===== config.mk =====
export PLATFORM = sky130hd
export DESIGN_NAME = usr_shift_controller
export DESIGN_NICKNAME = d
export VERILOG_FILES = /design/src/rtl/usr_shift_controller_pkg.sv /design/src/rtl/usr_reg.sv /design/src/rtl/usr_shift_controller.sv
export SDC_FILE = /design/constraint.sdc
export NUM_CORES = 1
export LEC_CHECK = 0
export CAP_MARGIN = 40
export CORE_MARGIN = 2
export CORE_UTILIZATION = 52
export CTS_BUF_LIST = sky130_fd_sc_hd__clkbuf_16
export DETAILED_ROUTE_END_ITERATION = 7
export GPL_TIMING_DRIVEN = 1
export PLACE_DENSITY = 0.92
export SLEW_MARGIN = 0
export SYNTH_ARGS = -nofsm -noshare
export SYNTH_HDL_FRONTEND = slang
export SYNTH_SLANG_ARGS = --single-unit

===== constraint.sdc =====
create_clock -name clk -period 4.4 [get_ports clk]
set_input_delay 0.66 -clock clk [delete_from_list [all_inputs] [get_ports clk]]
set_output_delay 0.66 -clock clk [all_outputs]
set_load 0.02 [all_outputs]

===== src/rtl/usr_shift_controller_pkg.sv =====
// Shared encodings for the universal shift register controller.
//   op_e    : command opcodes carried on cmd_op
//   mode_e  : {s1,s0} mode select driven into the register datapath
//   state_e : controller FSM states
package usr_shift_controller_pkg;

  typedef enum logic [1:0] {
    OP_LOAD   = 2'b00,
    OP_SHIFT  = 2'b01,
    OP_ROTATE = 2'b10,
    OP_WAIT   = 2'b11
  } op_e;

  typedef enum logic [1:0] {
    MODE_HOLD  = 2'b00,
    MODE_RIGHT = 2'b01,
    MODE_LEFT  = 2'b10,
    MODE_LOAD  = 2'b11
  } mode_e;

  typedef enum logic [1:0] {
    ST_IDLE,
    ST_EXEC,
    ST_DONE
  } state_e;

endpackage


===== src/rtl/usr_reg.sv =====
// WIDTH-bit universal shift register, one 4:1 mode mux per bit.
//   clk, reset  : clock, asynchronous active-high reset (q clears)
//   mode        : hold / shift right / shift left / parallel load
//   data        : parallel load word
//   fill_right  : bit entering at WIDTH-1 on a right shift
//   fill_left   : bit entering at bit 0 on a left shift
//   q           : register contents
module usr_reg
  import usr_shift_controller_pkg::*;
#(
  parameter int WIDTH = 8
) (
  input  logic             clk,
  input  logic             reset,
  input  mode_e            mode,
  input  logic [WIDTH-1:0] data,
  input  logic             fill_right,
  input  logic             fill_left,
  output logic [WIDTH-1:0] q
);

  // Neighbour vectors extended by the fill bit so every bit's mux
  // reads an in-range source without edge special cases.
  logic [WIDTH:0]   from_above;
  logic [WIDTH:0]   from_below;
  logic [WIDTH-1:0] d;

  assign from_above = {fill_right, q};
  assign from_below = {q, fill_left};

  always_comb begin
    d = '0;
    for (int unsigned i = 0; i < WIDTH; i++) begin
      unique case (mode)
        MODE_HOLD:  d[i] = q[i];
        MODE_RIGHT: d[i] = from_above[i+1];
        MODE_LEFT:  d[i] = from_below[i];
        MODE_LOAD:  d[i] = data[i];
        default:    d[i] = q[i];
      endcase
    end
  end

  always_ff @(posedge clk or posedge reset) begin
    if (reset) q <= '0;
    else       q <= d;
  end

endmodule


===== src/rtl/usr_shift_controller.sv =====
// Command-driven controller for a universal shift register.
//   clk, reset           : clock, asynchronous active-high reset
//   cmd_valid/cmd_ready  : command handshake, accepted only in IDLE
//   cmd_op, cmd_dir      : LOAD/SHIFT/ROTATE/WAIT, 0=right 1=left
//   cmd_count, cmd_data  : cycle count, parallel load word
//   serial_in            : fill bit for SHIFT
//   s0, s1               : register mode select
//   q, serial_out        : register contents, exiting bit for latched dir
//   busy, done           : not-IDLE flag, one-cycle completion pulse
module usr_shift_controller
  import usr_shift_controller_pkg::*;
#(
  parameter int WIDTH = 8,
  parameter int CNT_W = 4
) (
  input  logic             clk,
  input  logic             reset,
  input  logic             cmd_valid,
  output logic             cmd_ready,
  input  logic [1:0]       cmd_op,
  input  logic             cmd_dir,
  input  logic [CNT_W-1:0] cmd_count,
  input  logic [WIDTH-1:0] cmd_data,
  input  logic             serial_in,
  output logic             s0,
  output logic             s1,
  output logic [WIDTH-1:0] q,
  output logic             serial_out,
  output logic             busy,
  output logic             done
);

  state_e           state, state_nxt;
  op_e              op_r;
  logic             dir_r;
  logic [WIDTH-1:0] data_r;
  logic [CNT_W-1:0] cnt_r;
  mode_e            mode;
  logic             accept;
  logic             fill_right, fill_left;

  assign accept = cmd_valid && cmd_ready;

  always_ff @(posedge clk or posedge reset) begin
    if (reset) state <= ST_IDLE;
    else       state <= state_nxt;
  end

  always_comb begin
    state_nxt = state;
    unique case (state)
      ST_IDLE:
        if (accept) begin
          if (op_e'(cmd_op) != OP_LOAD && cmd_count == '0) state_nxt = ST_DONE;
          else                                             state_nxt = ST_EXEC;
        end
      // LOAD always takes a single EXEC cycle regardless of the count field.
      ST_EXEC: if (op_r == OP_LOAD || cnt_r <= CNT_W'(1)) state_nxt = ST_DONE;
      ST_DONE: state_nxt = ST_IDLE;
      default: state_nxt = ST_IDLE;
    endcase
  end

  always_ff @(posedge clk or posedge reset) begin
    if (reset) begin
      op_r   <= OP_LOAD;
      dir_r  <= 1'b0;
      data_r <= '0;
      cnt_r  <= '0;
    end else if (accept) begin
      op_r   <= op_e'(cmd_op);
      dir_r  <= cmd_dir;
      data_r <= cmd_data;
      cnt_r  <= cmd_count;
    end else if (state == ST_EXEC && cnt_r != '0) begin
      cnt_r  <= cnt_r - CNT_W'(1);
    end
  end

  always_comb begin
    cmd_ready = (state == ST_IDLE) && !reset;
    busy      = (state != ST_IDLE);
    done      = (state == ST_DONE);
    mode      = MODE_HOLD;
    if (state == ST_EXEC) begin
      unique case (op_r)
        OP_LOAD:             mode = MODE_LOAD;
        OP_SHIFT, OP_ROTATE: mode = dir_r ? MODE_LEFT : MODE_RIGHT;
        OP_WAIT:             mode = MODE_HOLD;
        default:             mode = MODE_HOLD;
      endcase
    end
  end

  assign {s1, s0} = mode;

  // Rotate recirculates the bit leaving the opposite end.
  assign fill_right = (op_r == OP_ROTATE) ? q[0]       : serial_in;
  assign fill_left  = (op_r == OP_ROTATE) ? q[WIDTH-1] : serial_in;
  assign serial_out = dir_r ? q[WIDTH-1] : q[0];

  usr_reg #(
    .WIDTH(WIDTH)
  ) u_reg (
    .clk       (clk),
    .reset     (reset),
    .mode      (mode),
    .data      (data_r),
    .fill_right(fill_right),
    .fill_left (fill_left),
    .q         (q)
  );

endmodule


==> results of run 1 <==
[flip-flops by register name (all words and copies together), names as in the netlist]
signal / flops
u_reg.q: 8
state: 2
dir_r: 1
data_r: 8
cnt_r: 4
op_r: 2
[metal layers]
metal  GRT usage (%)  wire length [µm]
met1           24.96              1370
met2           38.27              1605
met3           3.747               118
met4           5.923                40
met5               0                 0
[synthesized netlist by cell type, drive strengths merged]
cell type | number | area share [%]
nand2b | 2 | 1.5
o22ai | 2 | 0.91
o211ai | 2 | 1.1
nor4 | 1 | 0.45
nor2 | 6 | 1.6
a221oi | 1 | 0.64
o21a | 1 | 0.54
buf | 6 | 2.4
ha | 6 | 5.4
a211oi | 1 | 0.54
xnor2 | 1 | 0.64
a22oi | 3 | 1.6
clkbuf | 1 | 0.27
mux2i | 5 | 3.6
nand3 | 3 | 1.1
and2 | 1 | 0.45
or2 | 1 | 0.45
mux2 | 3 | 2.4
nor2b | 1 | 0.45
dfrtp | 25 | 45
o32ai | 1 | 0.64
nand2 | 42 | 11
nor3 | 1 | 0.73
o21ai | 19 | 7.2
and2b | 3 | 1.8
nor4b | 2 | 2.4
inv | 10 | 2.7
o31ai | 1 | 0.54
a21oi | 3 | 1.1
[cell type report]
class	count	area [µm²]	share of cell area [%]
Multi-Input combinational cell	112	679.4	37.84
Tap cell	30	37.54	2.091
Timing Repair Buffer	33	335.3	18.68
Sequential cell	25	625.6	34.84
Clock inverter	1	5.005	0.2787
Clock buffer	3	75.07	4.181
Inverter	10	37.54	2.091
[critical path, delay by kind of cell, from the launching register on]
kind                     cells  cell delay [ns]
adder cells (fa/ha/maj)      1             0.60
AO/OA/AOI/OAI                2             0.44
flip-flops                   1             0.37
buffers and inverters        2             0.69
[per-stage QoR]
stage / cells / power, µW / utilization, %
4_1_cts: 214 / 1391 / 71.82
5_1_grt: 214 / 1497 / 71.82
3_3_place_gp: 209 / 1143 / 68.02
3_5_place_dp: 210 / 1183 / 68.62
2_1_floorplan: 154 / 941.1 / -
6_report: 214 / 1393 / 71.82
[cell families after synthesis]
logic type	Yosys count
simple gates	63
compound gates	34
flops	25
buf+inv	17
mux	8
fa+ha+maj	6
xor+xnor	1
[path summary, 6_finish.rpt]
| path | from | endpoint | slack [ns] | cells past startpoint |
|---|---|---|---|---|
| max reg2reg | op_r[0] | u_reg.q[7] | 2.44 | 4 |
| max | op_r[1] | s1 | 1.38 | 5 |
| min in group asynchronous | reset | u_reg.q[1] | 0.77 | 2 |
| min | data_r[3] | data_r[3] | 0.49 | 2 |
| max in group asynchronous | reset | op_r[1] | 3.19 | 3 |
| min reg2reg | data_r[3] | data_r[3] | 0.49 | 2 |
[power breakdown]
group          switching [µW]  total, µW  internal (µW)
registers                 126        469            343
clock network            76.3        199            122
logic                     393        726            333
==> results by group, run 1 <==
Yosys
  • Cell variety after synth: 34
  • Compound-Gate Fraction of Synth Area: 14.79%
  • Mux cell area share after synthesis: 6.080%
  • Fraction of synthesized cell area in xor and xnor cells: 0.6352%
  • Synth Register Bits: 25
  • Mean post-synth cell area: 8.953 µm²
  • Post-Synth Simple-Gate Area: 22.32%
  • Syn nets: 179
  • Register area share after synthesis: 45.37%
  • Cells after synthesis: 154
  • Adder-cell share of the synthesized area: 5.445%
  • Mapped cell area: 0.001379 mm²
  • Synth warnings: 0
  • Combinational family with the most area after synthesis: simple AND/OR/NAND/NOR gates

Floorplan
  • Initial Util: 55.16%
  • DIE WIDTH: 55.50 µm
  • Die Y: 55.50 µm
  • Die area: 0.003080 mm²
  • Row cnt: 18
  • IO Pins: 33
  • Core area: 0.002500 mm²

Cells and area
  • Antenna diode count: 0
  • Syn-to-layout area delta: 30.22%
  • Most frequent cells in the layout: 42 x nand2_1, 32 x clkdlybuf4s50_1, 25 x dfrtp_1
  • Fill cells: 179
  • Final instance area: 0.001795 mm²
  • Share of post-route cells with drive strength above 1: 8.152%
  • Most common cell after layout, fill and taps aside: nand2_1
  • Total Nets Final: 210

Clock tree
  • CTS buffer count: 3
  • Clk_lat worst skew: 0.26 ns
  • CTS tree: done
  • Htree depth: 1
  • Clock root buffer: clkbuf_16
  • PostCTS Resize Cnt: 0
  • Hold buffers post-CTS: 0
  • Clock-pin slew on the worst setup and hold paths: 0.06 ns
  • Longest Clk Path Bufs: 2
  • Clk sinks: 25
  • Setup Fix Bufs, Post-CTS: 0

Placed design
  • Placed cell area: 0.001715 mm²
  • HPWL Detailed: 2326 µm
  • Final GP Congestion: 0.8278
  • Placement Setup Slack: 1.694 ns
  • PortBufs: 32

Timing
  • Rel. slew slack: 54.98%
  • Final Hold Viols: 0
  • Slew Limit Fails: 0
  • Tightest Pin Transition: 0.6752 ns
  • Final WS setup: 1.384 ns
  • Achievable frequency: 331.6 MHz
  • Setup violations, final: 0
  • Clock skew: 0.003171 ns
  • Hold WS: 0.4857 ns
  • Post-Route Setup TNS: 0 ns
  • Final period util: 68.54%
  • RSZ-0062 raised after global routing: false
  • Min Tclk post-route: 3.016 ns

Detailed routing
  • DRC Markers: 0
  • Via count: 1166
  • Final antenna-violating net count: 0
  • Drt via density: 5.449
  • Routed len/inst: 14.64 µm
  • Total iterations of the first detailed-routing run: 4
  • Iteration-0 DRC Markers: 21
  • Post-Route WL: 3134 µm

Setup path
  • Startpoint Class: flip-flop
  • Max incr delay on CP: 0.62 ns
  • Max Fanout on Critical Path: 19
  • Slowest stage cell, crit path: clkdlybuf4s50_1
  • CP Cell Sequence: inv_1, ha_1, o21ai_2, a21oi_1, clkdlybuf4s50_1
  • CP required: 3.74 ns
  • Worst Setup End Kind: primary output
  • CP arrival: 2.36 ns
  • Setup CP Type: flip-flop to primary output

Run status
  • Outcome: finished, final reports clean

GRT
  • Gr usage total: 20.95%
  • Grt total ovfl: 0
  • Largest net degree at the start of global routing: 21
  • Vias in the first global route: 1175
  • First-pass GRT wire length: 5209 µm
  • Initial antenna violation count: 0

Hold path
  • HP Class: flip-flop to flip-flop

Pwr
  • Lkg Pwr: 0.0008134 µW
  • Peak VDD IR: 0.0005176 V
  • Power Density: 776.0 mW/mm²

Job
  • Max-Cap Viols: 0
Note: power is estimated with default switching activity, not from simulation.
==> run 2: changes to the inputs <==
- CORE_UTILIZATION: 52 -> 44
- PLACE_DENSITY: 0.92 -> 0.84
- clock period: 4.4 -> 2.55 ns (I/O delays scaled with it)
==> results by group, run 2 (synthesized netlist as in run 1, its figures left out) <==
Cells and area
  • Most frequent cells in the layout: 42 x nand2_1, 32 x clkdlybuf4s50_1, 25 x dfrtp_1
  • Largest registers: data_r (8), u_reg.q (8), cnt_r (4)
  • Share of post-route cells with drive strength above 1: 9.677%
  • Antenna diode count: 0
  • Most common cell after layout, fill and taps aside: nand2_1
  • Fin util: 60.29%
  • Syn-to-layout area delta: 32.40%
  • Non-Filler Instances: 230
  • Final instance area: 0.001826 mm²
  • Total Nets Final: 212

Detailed routing
  • Total iterations of the first detailed-routing run: 5
  • Drt via density: 5.174
  • Iteration-0 DRC Markers: 62
  • Post-Route WL: 3066 µm
  • Routed len/inst: 13.33 µm
  • Final antenna-violating net count: 0
  • Via count: 1190
  • DRC Markers: 0

Floorplan
  • Die Y: 59.98 µm
  • IO Pins: 33
  • Row cnt: 20
  • DIE WIDTH: 59.98 µm
  • Initial Util: 45.54%
  • Core area: 0.003028 mm²
  • Die area: 0.003598 mm²

Hold path
  • Worst Hold Depth: 2
  • HP Class: flip-flop to flip-flop

GRT
  • Initial antenna violation count: 0
  • Grt total ovfl: 0
  • Largest net degree at the start of global routing: 26
  • First-pass GRT wire length: 5326 µm
  • Vias in the first global route: 1172
  • Gr usage total: 19.63%

Timing
  • Rel. slew slack: 56.78%
  • Min Tclk post-route: 2.396 ns
  • Achievable frequency: 417.4 MHz
  • Post-Route Setup TNS: 0 ns
  • RSZ-0062 raised after global routing: false
  • Tightest Pin Transition: 0.6483 ns
  • Setup violations, final: 0
  • Final period util: 93.95%
  • Slew Limit Fails: 0
  • Clock skew: 0.004308 ns
  • Final Hold Viols: 0
  • Final WS setup: 0.1542 ns

Setup path
  • CP required: 2.17 ns
  • CP arrival: 2.01 ns
  • Max incr delay on CP: 0.62 ns
  • Worst reg2reg setup slack: 0.88 ns
  • Max Fanout on Critical Path: 8
  • Setup CP Type: flip-flop to primary output
  • Worst Setup End Kind: primary output
  • Worst path depth: 5
  • Startpoint Class: flip-flop
  • Buf/Inv on CP: 2
  • R2R cell count: 4
  • Slowest stage cell, crit path: clkdlybuf4s50_1
  • Crit-path leading delay family: buffers and inverters
  • CP Cell Sequence: inv_1, ha_2, o21ai_2, a21oi_1, clkdlybuf4s50_1

Pwr
  • Lkg Pwr: 0.0008150 µW
  • Peak VDD IR: 0.0005554 V
  • Power Density: 1336 mW/mm²

Clock tree
  • Clock root buffer: clkbuf_16
  • CTS buffer count: 3
  • Htree depth: 1
  • Longest Clk Path Bufs: 2
  • Clock-pin slew on the worst setup and hold paths: 0.06 ns
  • CTS tree: done
  • Clk sinks: 25
  • Clk_lat worst skew: 0.25 ns
  • Setup Fix Bufs, Post-CTS: 0
  • Hold buffers post-CTS: 0

Placed design
  • PortBufs: 32
  • Placed cell area: 0.001740 mm²
  • Final GP Congestion: 0.8578
  • HPWL Detailed: 2243 µm
  • Placed Cells incl. Taps: 226
  • Placement Setup Slack: 0.3870 ns

Run status
  • Outcome: finished, final reports clean

Job
  • Max-Cap Viols: 0
==> run 2: cell types whose count changed in the layout (fill, tap and decap cells not counted), sizes merged <==
cell	previous run	this run
buf	1	3
clkinv	1	0
clkinvlp	0	1
==> run 2: report_power, final <==
group / switching, µW / total (µW) / internal [µW] / leakage (µW)
combinational: 675 / 1280 / 607 / 0.000468
sequential: 221 / 813 / 592 / 0.000310
clock: 132 / 344 / 212 / 0.0000371
==> run 2: layout make-up <==
class / instances / area [µm²]
fillers: 275 / 1202
multi-input cells: 112 / 681.9
flip-flops and latches: 25 / 625.6
repair buffers: 35 / 342.8
clock buffers: 3 / 75.07
well taps: 44 / 55.05
inverters: 10 / 37.54
clock inverters: 1 / 7.507
==> run 2: tightest hold or removal path, cell delays in order (launching register included) <==
cell and delay [ns]:
dfrtp_1 0.34, nand2_1 0.05, nand2_1 0.06
==> run 2: routing by layer <==
| layer | up-vias | share of wire, % | GRT usage (%) |
|---|---|---|---|
| li1 | 580 | - | - |
| met1 | 566 | 43 | 26.09 |
| met2 | 42 | 51 | 33.70 |
| met3 | 2 | 5.2 | 2.597 |
| met4 | 0 | 0.82 | 4.762 |
| met5 | - | 0 | 0 |
==> run 2: repair_timing <==
item | CTS | global route
setup endpoints to repair | 0 | 1
resized for setup | 0 | 1
endpoints found under the hold margin | 0 | 0
==> run 2: through the flow <==
step | hold WS, ns | power [µW]
after global placement | 0.4584 | 2014
after floorplan | 0.4098 | 1624
final | 0.4803 | 2439
after CTS | 0.4823 | 2447
after global routing | 0.5095 | 2645
after detailed placement | 0.4648 | 2081
==> run 2: worst paths after layout <==
path                       startpoint          to
min in group asynchronous       reset    state[0]
min                         data_r[4]   data_r[4]
max                           op_r[1]          s0
max in group asynchronous       reset  u_reg.q[7]
min reg2reg                 data_r[4]   data_r[4]
max reg2reg                  state[0]    state[1]
==> variant 1, RTL diff (config.mk and constraints of run 1) <==
`CNT_W`: 4 -> 6.
--- a/src/rtl/usr_shift_controller.sv
+++ b/src/rtl/usr_shift_controller.sv
@@ -11,7 +11,7 @@
   import usr_shift_controller_pkg::*;
 #(
   parameter int WIDTH = 8,
-  parameter int CNT_W = 4
+  parameter int CNT_W = 6
 ) (
   input  logic             clk,
   input  logic             reset,
Interface: changed (resized cmd_count); port bits go from 33 to 35. The function was not compared with the original's and may differ.
==> variant 1 against run 1 <==
- total power grew 4.4%
- routed wire length grew 21%
- non-clock buffer count grew 2
- sequential cell count grew 2
- setup slack lost 0.21 ns
- synthesized area grew 6.2%
- synthesized cell count grew 9.7%
- design area grew 6.7%
- critical endpoint is now s0
- highest routed layer unchanged
==> variant 1: results (changes against run 1) <==
[yosys] top cells by area in the synthesized netlist sky130_fd_sc_hd__dfrtp_1 46%, sky130_fd_sc_hd__nand2_1 9.7%, sky130_fd_sc_hd__ha_1 4.3%, sky130_fd_sc_hd__mux2i_1 4.1%, sky130_fd_sc_hd__nor3_1 3.8%
[pwr] proportion of power drawn by flip-flops and latches 34.6% [+0.9 points]
[yosys] synthesized net count 195 [+8.9%]
[global_routing] GRT met3 Usage 2.95% [-0.80 points]
[global_routing] gr usage total 25.2% [+4.3 points]
[outcome] outcome complete, no violations
[yosys] count of distinct cell types in the synthesized netlist 36 [+5.9%]
[routing] number of design-rule violations left by the first detailed-router iteration 52 [+150%]
[global_routing] met2 Use GR 41.2% [+2.9 points]
[pwr] post-layout power 0.00145 W [+4.4%]
[routing] mean number of vias per cell 5.92 [+8.6%]
[yosys] area share of xor/xnor cells in the synthesized design 1.20% [+0.56 points]
[pwr] proportion of power drawn by the clock network 14.1% [-0.2 points]
[routing] Routed met3 length 222 µm [+88%]
[place] instance count after placement with tap cells included 226 [+7.6%]
[routing] final routed wire length divided by cell count 16.4 µm [+12%]
[sta] Post-Route Skew 0.00680 ns [+0.00363 ns]
[final_layout] largest registers data_r: 8 flops, u_reg.q: 8 flops, cnt_r: 6 flops
[global_routing] wire length of the first global-routing pass 6.42 mm [+23%]
[sta] worst-case hold slack 0.495 ns [+0.00888 ns]
[routing] routed length on met1 1.56 mm [+14%]
[routing] met2 WL post-DR 1.90 mm [+18%]
[global_routing] met1 track demand over resource 35.2% [+10 points]
[yosys] compound-gate portion of the synthesized area 16.0% [+1.2 points]
[routing] detailed-route via count 1361 [+17%]
[pwr] worst vdd rail ir drop 0.530 mV [+2.3%]
[pwr] leakage power of the design 0.856 nW [+5.3%]
## variant 1: path summary, 6_finish.rpt
path,startpoint,endpoint
min in group asynchronous,reset,u_reg.q[0]
worst max register to register,state[0],state[1]
worst min register to register,data_r[1],data_r[1]
worst max-delay path,op_r[0],s0
worst min-delay path,data_r[1],data_r[1]
max in group asynchronous,reset,cnt_r[0]
## variant 1: worst max-delay path, delay by kind of cell, from the launching register on
kind	cells	cell delay [ns]
adder cells (fa/ha/maj)	1	0.43
buffers and inverters	3	0.97
AO/OA/AOI/OAI	2	0.54
flip-flops	1	0.36
## variant 1: cell type report
cell class	count	area, µm²
fillers	216	795
multi-input cells	126	727
flip-flops and latches	27	676
repair buffers	35	368
clock buffers	3	75.1
well taps	31	38.8
inverters	7	26.3
clock inverters	1	5.00
## variant 1: kinds of logic after synthesis
logic type,after synthesis
AOI/OAI and AO/OA,39
xor gates and xnor gates,2
adders and majority gates,5
buffers and inverters,16
DFF,27
muxes,7
and+or+nand+nor,73
==> variant 2, RTL diff (settings of run 1) <==
Without the edit above. Encoding of `state_e`: now one-hot (3 bits for 3 states).
--- a/src/rtl/usr_shift_controller_pkg.sv
+++ b/src/rtl/usr_shift_controller_pkg.sv
@@ -18,10 +18,10 @@
     MODE_LOAD  = 2'b11
   } mode_e;
 
-  typedef enum logic [1:0] {
-    ST_IDLE,
-    ST_EXEC,
-    ST_DONE
+  typedef enum logic [2:0] {
+    ST_IDLE = 3'b001,
+    ST_EXEC = 3'b010,
+    ST_DONE = 3'b100
   } state_e;
 
 endpackage
Formal check against the unedited RTL: no difference found for any inputs over 10 cycles, from zero or initial values and one cycle with reset high; not proved beyond that.
==> variant 2 against run 1 <==
- synthesized cell count down 3.2%
- routed wire length is 8.4% higher
- via count increased by 3.2%
- total power fell by 21%
- clock power increased by 34%
- largest power group unchanged
- design area is 1.7% higher
- non-clock buffer count rose by 1
- final cell count fell by 1.4%
- largest cell class unchanged
- clock skew hardly changed
- sequential cell count grew 1
- setup slack worse by 0.15 ns
- register-to-register slack lost 0.27 ns
- synthesized area is 0.36% lower
==> variant 2: results (changes against run 1) <==
[yosys] count of distinct cell types in the synthesized netlist 35 [+2.9%]
[yosys] part of the Yosys area used for sequential elements 47.4% [+2.1 points]
[yosys] instance count of the mapped netlist 149 [-3.2%]
[global_routing] wire length of the first global-routing pass 5.60 mm [+7.4%]
[final_layout] proportion of final cell area spent on non-clock buffers 18.4% [-0.31 points]
[place] RD Place Congestion 0.933 [+13%]
[routing] number of design-rule violations left by the first detailed-router iteration 44 [+110%]
[routing] Routed met3 length 217 µm [+84%]
[routing] mean number of vias per cell 5.70 [+4.6%]
[final_layout] Clock Network Area Fraction 5.76% [+1.3 points]
[global_routing] gr usage total 23.2% [+2.2 points]
[final_layout] fraction of layout instances using a drive strength above 1 7.18% [-0.97 points]
[yosys] top cells by area in the synthesized netlist sky130_fd_sc_hd__dfrtp_1 46%, sky130_fd_sc_hd__nand2_1 7.9%, sky130_fd_sc_hd__ha_1 5.5%, sky130_fd_sc_hd__a221oi_1 4.5%, sky130_fd_sc_hd__nor2_1 3.8%
[final_layout] area taken by multi-input logic gates 658 µm² [-3.1%]
[yosys] flops & latches, synth 26 [+4.0%]
[final_layout] share of the final layout cell area in multi-input gates 36.1% [-1.8 points]
[routing] final routed wire length divided by cell count 16.1 µm [+9.9%]
[yosys] list of most frequent post-synthesis cells 29 x sky130_fd_sc_hd__nand2_1, 25 x sky130_fd_sc_hd__dfrtp_1, 14 x sky130_fd_sc_hd__nor2_1
[global_routing] maximum number of pins on one net before global-route repair 29 [+38%]
[final_layout] non-clock buffer count 34 [+3.0%]
[final_layout] number of filler instances in the final layout 169 [-5.6%]
[final_layout] final net count 207 [-1.4%]
[sta] Post-Route Skew 0.00305 ns [-0.000123 ns]
[worst_setup_path] highest fanout seen on the critical path 12 [-7]
[routing] met2 WL post-DR 1.70 mm [+6.0%]
[outcome] outcome complete, no violations
[global_routing] met1 track demand over resource 30.6% [+5.6 points]
[routing] routed length on met1 1.41 mm [+2.8%]
[pwr] worst vdd rail ir drop 0.488 mV [-5.8%]
[global_routing] number of global-route vias before repair 1162 [-1.1%]
[sta] relative slew slack 53.3% [-1.7 points]
[yosys] synthesized net count 174 [-2.8%]
[final_layout] Storage cell area 652 µm² [+4.2%]
[variant 2: cell families after synthesis]
kind of cell,count (synthesis),share of synthesized area (%)
AO/OA/AOI/OAI,33,17.3
buffers and inverters,16,4.64
adder cells (fa/ha/maj),6,5.46
multiplexers,3,2.64
flip-flops,26,47.5
AND/OR/NAND/NOR,65,22.5
[variant 2: path summary, 6_finish.rpt]
check	startpoint	to	slack [ns]	cells after the start
max	op_r[1]	s0	1.24	7
min	data_r[0]	data_r[0]	0.49	2
max reg2reg	state[0]	cnt_r[3]	2.17	4
min reg2reg	data_r[0]	data_r[0]	0.49	2
max in group asynchronous	reset	state[0]	3.30	3
min in group asynchronous	reset	state[1]	0.80	3
[variant 2: where the power goes]
group          total [W]  internal [W]  leakage (nW)  switching, W
Combinational   0.000433      0.000208         0.495      0.000225
Sequential      0.000399      0.000318         0.313     0.0000801
Clock           0.000266      0.000181        0.0511     0.0000852
Total            0.00110      0.000708         0.859      0.000390
